### config.mk
export PLATFORM = sky130hd
export DESIGN_NAME = coord_list_builder
export DESIGN_NICKNAME = d
export VERILOG_FILES = /design/src/rtl/coord_list_builder.sv
export SDC_FILE = /design/constraint.sdc
export NUM_CORES = 1
export LEC_CHECK = 0
export CAP_MARGIN = 10
export CORE_UTILIZATION = 43
export DETAILED_ROUTE_END_ITERATION = 7
export HOLD_SLACK_MARGIN = 0.05
export PLACE_DENSITY = 0.93
export SETUP_SLACK_MARGIN = 0.05
export SLEW_MARGIN = 20
export SYNTH_ARGS = -nofsm -noshare
export SYNTH_HDL_FRONTEND = slang
export SYNTH_SLANG_ARGS = --single-unit
### constraint.sdc
create_clock -name clk -period 3.15 [get_ports clk]
set_clock_uncertainty 0.05 [all_clocks]
set_input_delay 0.315 -clock clk [delete_from_list [all_inputs] [get_ports clk]]
set_output_delay 0.315 -clock clk [all_outputs]
set_load 0.01 [all_outputs]
### src/rtl/coord_list_builder.sv
// coord_list_builder
//   Collects a list of (x,y) coordinate pairs from switches and a write button.
//   Each pair is written as one packed word {y,x} to consecutive addresses of a
//   coordinate RAM. The block tracks how many pairs have been entered and whether
//   the list is full. It raises done once the operator ends initialisation.
//
//   Optional feature: define COORD_HEX_EN to drive the hex0..hex5 display nibbles
//   from x_reg, y_reg and count. When COORD_HEX_EN is not defined they are tied to 0.
//
// Parameters
//   COORD_W  width of each coordinate
//   DEPTH    maximum number of pairs (>= 2); ADDR_W = $clog2(DEPTH)
// Ports
//   clk, reset              clock; synchronous active-high reset
//   x_in, y_in              coordinate switches
//   write_en                capture button (level; rising edge acted on)
//   enterNewCoord           in OPTION: start another pair
//   finishInit              in OPTION: end entry
//   mem_addr/data/wren      RAM write port
//   count, full, done       entry count, list-full flag, entry-finished flag
//   hex0..hex5              display nibbles
module coord_list_builder #(
  parameter int COORD_W = 8,
  parameter int DEPTH   = 256
) (
  input  logic                          clk,
  input  logic                          reset,
  input  logic [COORD_W-1:0]            x_in,
  input  logic [COORD_W-1:0]            y_in,
  input  logic                          write_en,
  input  logic                          enterNewCoord,
  input  logic                          finishInit,
  output logic [$clog2(DEPTH)-1:0]      mem_addr,
  output logic [2*COORD_W-1:0]          mem_data,
  output logic                          mem_wren,
  output logic [$clog2(DEPTH):0]        count,
  output logic                          full,
  output logic                          done,
  output logic [3:0]                    hex0,
  output logic [3:0]                    hex1,
  output logic [3:0]                    hex2,
  output logic [3:0]                    hex3,
  output logic [3:0]                    hex4,
  output logic [3:0]                    hex5
);
  localparam int ADDR_W = $clog2(DEPTH);
  localparam logic [ADDR_W:0] DEPTH_C = (ADDR_W+1)'(DEPTH);

  localparam logic [2:0] S_INIT   = 3'd0;
  localparam logic [2:0] S_GET_X  = 3'd1;
  localparam logic [2:0] S_GET_Y  = 3'd2;
  localparam logic [2:0] S_WRITE  = 3'd3;
  localparam logic [2:0] S_OPTION = 3'd4;
  localparam logic [2:0] S_FINISH = 3'd5;

  logic [2:0]         state, state_nxt;
  logic [ADDR_W:0]    count_nxt;
  logic [COORD_W-1:0] x_reg, y_reg;
  logic               write_en_q;
  logic               wr_rise;

  // One capture per press, however long the button is held.
  assign wr_rise = write_en & ~write_en_q;

  always_comb begin
    state_nxt = state;
    count_nxt = count;
    case (state)
      S_INIT:   state_nxt = S_GET_X;
      S_GET_X:  if (wr_rise) state_nxt = S_GET_Y;
      S_GET_Y:  if (wr_rise) state_nxt = S_WRITE;
      S_WRITE: begin
        state_nxt = S_OPTION;
        if (count != DEPTH_C) count_nxt = count + 1'b1;
      end
      S_OPTION: begin
        if (enterNewCoord && !full) state_nxt = S_GET_X;
        else if (finishInit)        state_nxt = S_FINISH;
      end
      S_FINISH: state_nxt = S_FINISH;
      default:  state_nxt = S_INIT;
    endcase
  end

  // The status outputs are flops that load the decoded next value. This keeps
  // them glitch-free and aligned with the state they describe.
  always_ff @(posedge clk) begin
    if (reset) begin
      state      <= S_INIT;
      count      <= '0;
      x_reg      <= '0;
      y_reg      <= '0;
      write_en_q <= 1'b0;
      mem_wren   <= 1'b0;
      done       <= 1'b0;
      full       <= 1'b0;
    end else begin
      state      <= state_nxt;
      count      <= count_nxt;
      write_en_q <= write_en;
      if (state == S_GET_X && wr_rise) x_reg <= x_in;
      if (state == S_GET_Y && wr_rise) y_reg <= y_in;
      mem_wren   <= (state_nxt == S_WRITE);
      done       <= (state_nxt == S_FINISH);
      full       <= (count_nxt == DEPTH_C);
    end
  end

  // count stays below DEPTH whenever a write happens, so the address never wraps.
  assign mem_addr = count[ADDR_W-1:0];
  assign mem_data = {y_reg, x_reg};

`ifdef COORD_HEX_EN
  logic [7:0] x8, y8, c8;

  // Take the low byte of each source. Bits above the source width read as 0.
  always_comb begin
    x8 = '0;
    y8 = '0;
    c8 = '0;
    for (int i = 0; i < 8; i++) begin
      if (i < COORD_W) begin
        x8[i] = x_reg[i];
        y8[i] = y_reg[i];
      end
      if (i <= ADDR_W) c8[i] = count[i];
    end
  end

  always_ff @(posedge clk) begin
    if (reset) begin
      {hex1, hex0} <= '0;
      {hex3, hex2} <= '0;
      {hex5, hex4} <= '0;
    end else begin
      {hex1, hex0} <= x8;
      {hex3, hex2} <= y8;
      {hex5, hex4} <= c8;
    end
  end
`else
  assign hex0 = 4'h0;
  assign hex1 = 4'h0;
  assign hex2 = 4'h0;
  assign hex3 = 4'h0;
  assign hex4 = 4'h0;
  assign hex5 = 4'h0;
`endif

endmodule

==> reports/results.ini <==
[logic_synthesis]
yosysSeqAreaShare=0.386
synth_async_sr_flop_share=0
synth_top_family_by_area=simple AND/OR/NAND/NOR gates
syn-cell-area_sq_mm=0.00166
synthAdderAreaFrac=0.0151
synth_compound_area_frac=0.112
ys_ff_latch=32
ys.flop_type=dfxtp_1
synth_largest_area_cell=dfxtp_1
synth.mux.area_fraction=0.0181
synth-simple-area-share=0.250
postSynthCellCount=195
ys_top_cells_by_area=dfxtp_1 (39%), buf_4 (14%), a21oi_1 (6.0%)
synth_edf_count=0
synth-xor-area-share=0.0317
yosysUniqueCellTypes=37
syn_avg_cell_area_sq_um=8.50
synth_top_area_share=0.386
yosysWarningCount=0

[detailed_routing]
drc=0
post_drt_wl_per_cell_um=11.8
drtAntennaViolNets=0
drt_iter0_drc=37
routed_wirelength_um=3450
via_count=1407
via_per_inst=4.82
dr.pass1.iters=4

[sta]
post-route-period-util=0.654
slew_headroom=0.571
finalSetupTns_ps=0
final-setup-viol-count=0
whs_ps=408
hold_viol=0
rsz0062_at_grt=false
setup_ws_ps=1090
tightest_slew_ps=642
max_clock_freq_ghz=0.485
drv_slew=0
fin_crit_ps=2060

[clock_network]
cts_buffers=5
cts_sinks=32
post-cts-setup-buffer-count=0
h-tree-depth=2
cts_root_buffer=clkbuf_8
cts_buffer_depth=2
clk_transition_reported_paths_ps=60
postCtsHoldBufs=0
cts_resized=0
clk_latency_ps=280
cts_tree=done

[layout]
area_delta_synth_final_pct=33.1
num_antenna_cells=0
fill_cells=337
layout.nets=266
drive_gt1_frac=0.0697
largest_reg_flops=9
stdcell_area_sq_mm=0.00221

[flow_run]
cap_viol_max_count=0

[placement]
place_worst_setup_slack_ps=1070
io_buffers=56
gp_congestion=0.816
hpwl_um=2540
placed_area_sq_mm=0.00210

[floorplanning]
die_area_sq_mm=0.00411
num_io_pins=81
start_util=0.449
core_area_sq_mm=0.00369
rows=22
dieHeight_um=64.1
fp.dieW_um=64.1

[global_route]
grt_usage=0.176
grt_pass1_wl_um=5550
grt_pass1_vias=1284
overflow=0
antenna_found_initial=0
grt_max_degree=23

[critical_path]
end_kind=register
criticalPathCategory=reg -> reg
startpoint_type=register
crit_required_ps=3250
worstPathArrival_ps=2160
worst-path-max-fanout=11

[outcome]
status=finished, final reports clean

[pwr]
total_leakage_power_nw=0.829
vdd_ir_drop_max_mv=0.219
p_per_area_mw_per_mm2=409

[min_path]
min-delay-path-class=reg -> reg

[per-layer routing]
layer  wire (um)  global-route usage  up-vias
met3         180              0.0482        8
met4          78              0.0917        0
met2        1670               0.293       56
met5           0                   0        -
li1            -                   -      711
met1        1520               0.206      632
[where the power goes]
group	internal (mW)	switching, mW
Sequential	0.416	0.00965
Combinational	0.0510	0.0548
Clock	0.234	0.138
Total	0.701	0.202
[path summary, 6_finish.rpt]
kind         cells after the start             startpoint  slack (ps)                    end
max                              4    count[2]$_SDFF_PP0_        1090        full$_SDFF_PP0_
min                              2  y_reg[0]$_SDFFE_PP0P_         410  y_reg[0]$_SDFFE_PP0P_
max reg2reg                      4    count[2]$_SDFF_PP0_        1090        full$_SDFF_PP0_
min reg2reg                      2  y_reg[0]$_SDFFE_PP0P_         410  y_reg[0]$_SDFFE_PP0P_
[per-stage QoR]
step,util,std cells,total power [mW]
after floorplan,-,218,0.511
after global placement,0.569,284,0.538
after detailed placement,0.569,284,0.539
after CTS,0.598,292,0.914
after global routing,0.598,292,0.946
final,0.598,292,0.903
[worst max-delay path, stage by stage, from the launching register on]
cell and delay [ps]:
dfxtp_1 480, nand4b_1 440, or4b_2 790, nand4_1 120, a2111oi_2 60
[cells by family (layout without fill, tap and decap cells)]
group / after synthesis / after routing
xor+xnor: 6 / 6
simple gates: 73 / 73
other cells: 1 / 24
mux: 3 / 3
fa+ha+maj: 2 / 2
flops: 32 / 32
buf+inv: 47 / 73
compound gates: 31 / 31
[cell usage in the layout, fill, tap and decap left out, drive strengths merged]
master and n:
a21oi 20, dfxtp 32, bufinv 1, conb 24
nand4b 2, mux2i 3, and3b 1, and2b 1
buf 2, nand2 25, nor4b 1, o211ai 2
nand4 2, or4b 1, nand3 16, nor4 3
nor2 6, o21ai 5, clkinv 1, clkdlybuf4s50 56
o31ai 1, ha 2, a2111oi 1, xnor2 3
nor3 4, or3b 1, inv 7, o41a 1
nor2b 5, xor2 3, a31oi 1, or3 4
clkbuf 6, nor3b 1
[Yosys cell counts, types with 2 or more instances]
cell type	number
nor2b_1	5
mux2i_1	3
nand3_1	16
a21oi_1	20
inv_1	7
dfxtp_1	32
xor2_1	3
or3_1	2
buf_2	2
xnor2_1	3
clkbuf_1	5
nor2_1	6
o21ai_0	5
ha_1	2
nor3_1	4
nand4_1	2
nor4_4	2
nand2_1	25
buf_4	32
nand4b_1	2
[area by class of cell]
type                    instances  area [sq um]  area share
repair buffers                 58           576       0.261
clock buffers                   6          72.6      0.0329
well taps                      48          60.1      0.0272
flip-flops and latches         32           641       0.290
multi-input cells             139           797       0.361
inverters                       7          26.3      0.0119
clock inverters                 2          35.0      0.0159
Note: power is estimated with default switching activity, not from simulation.
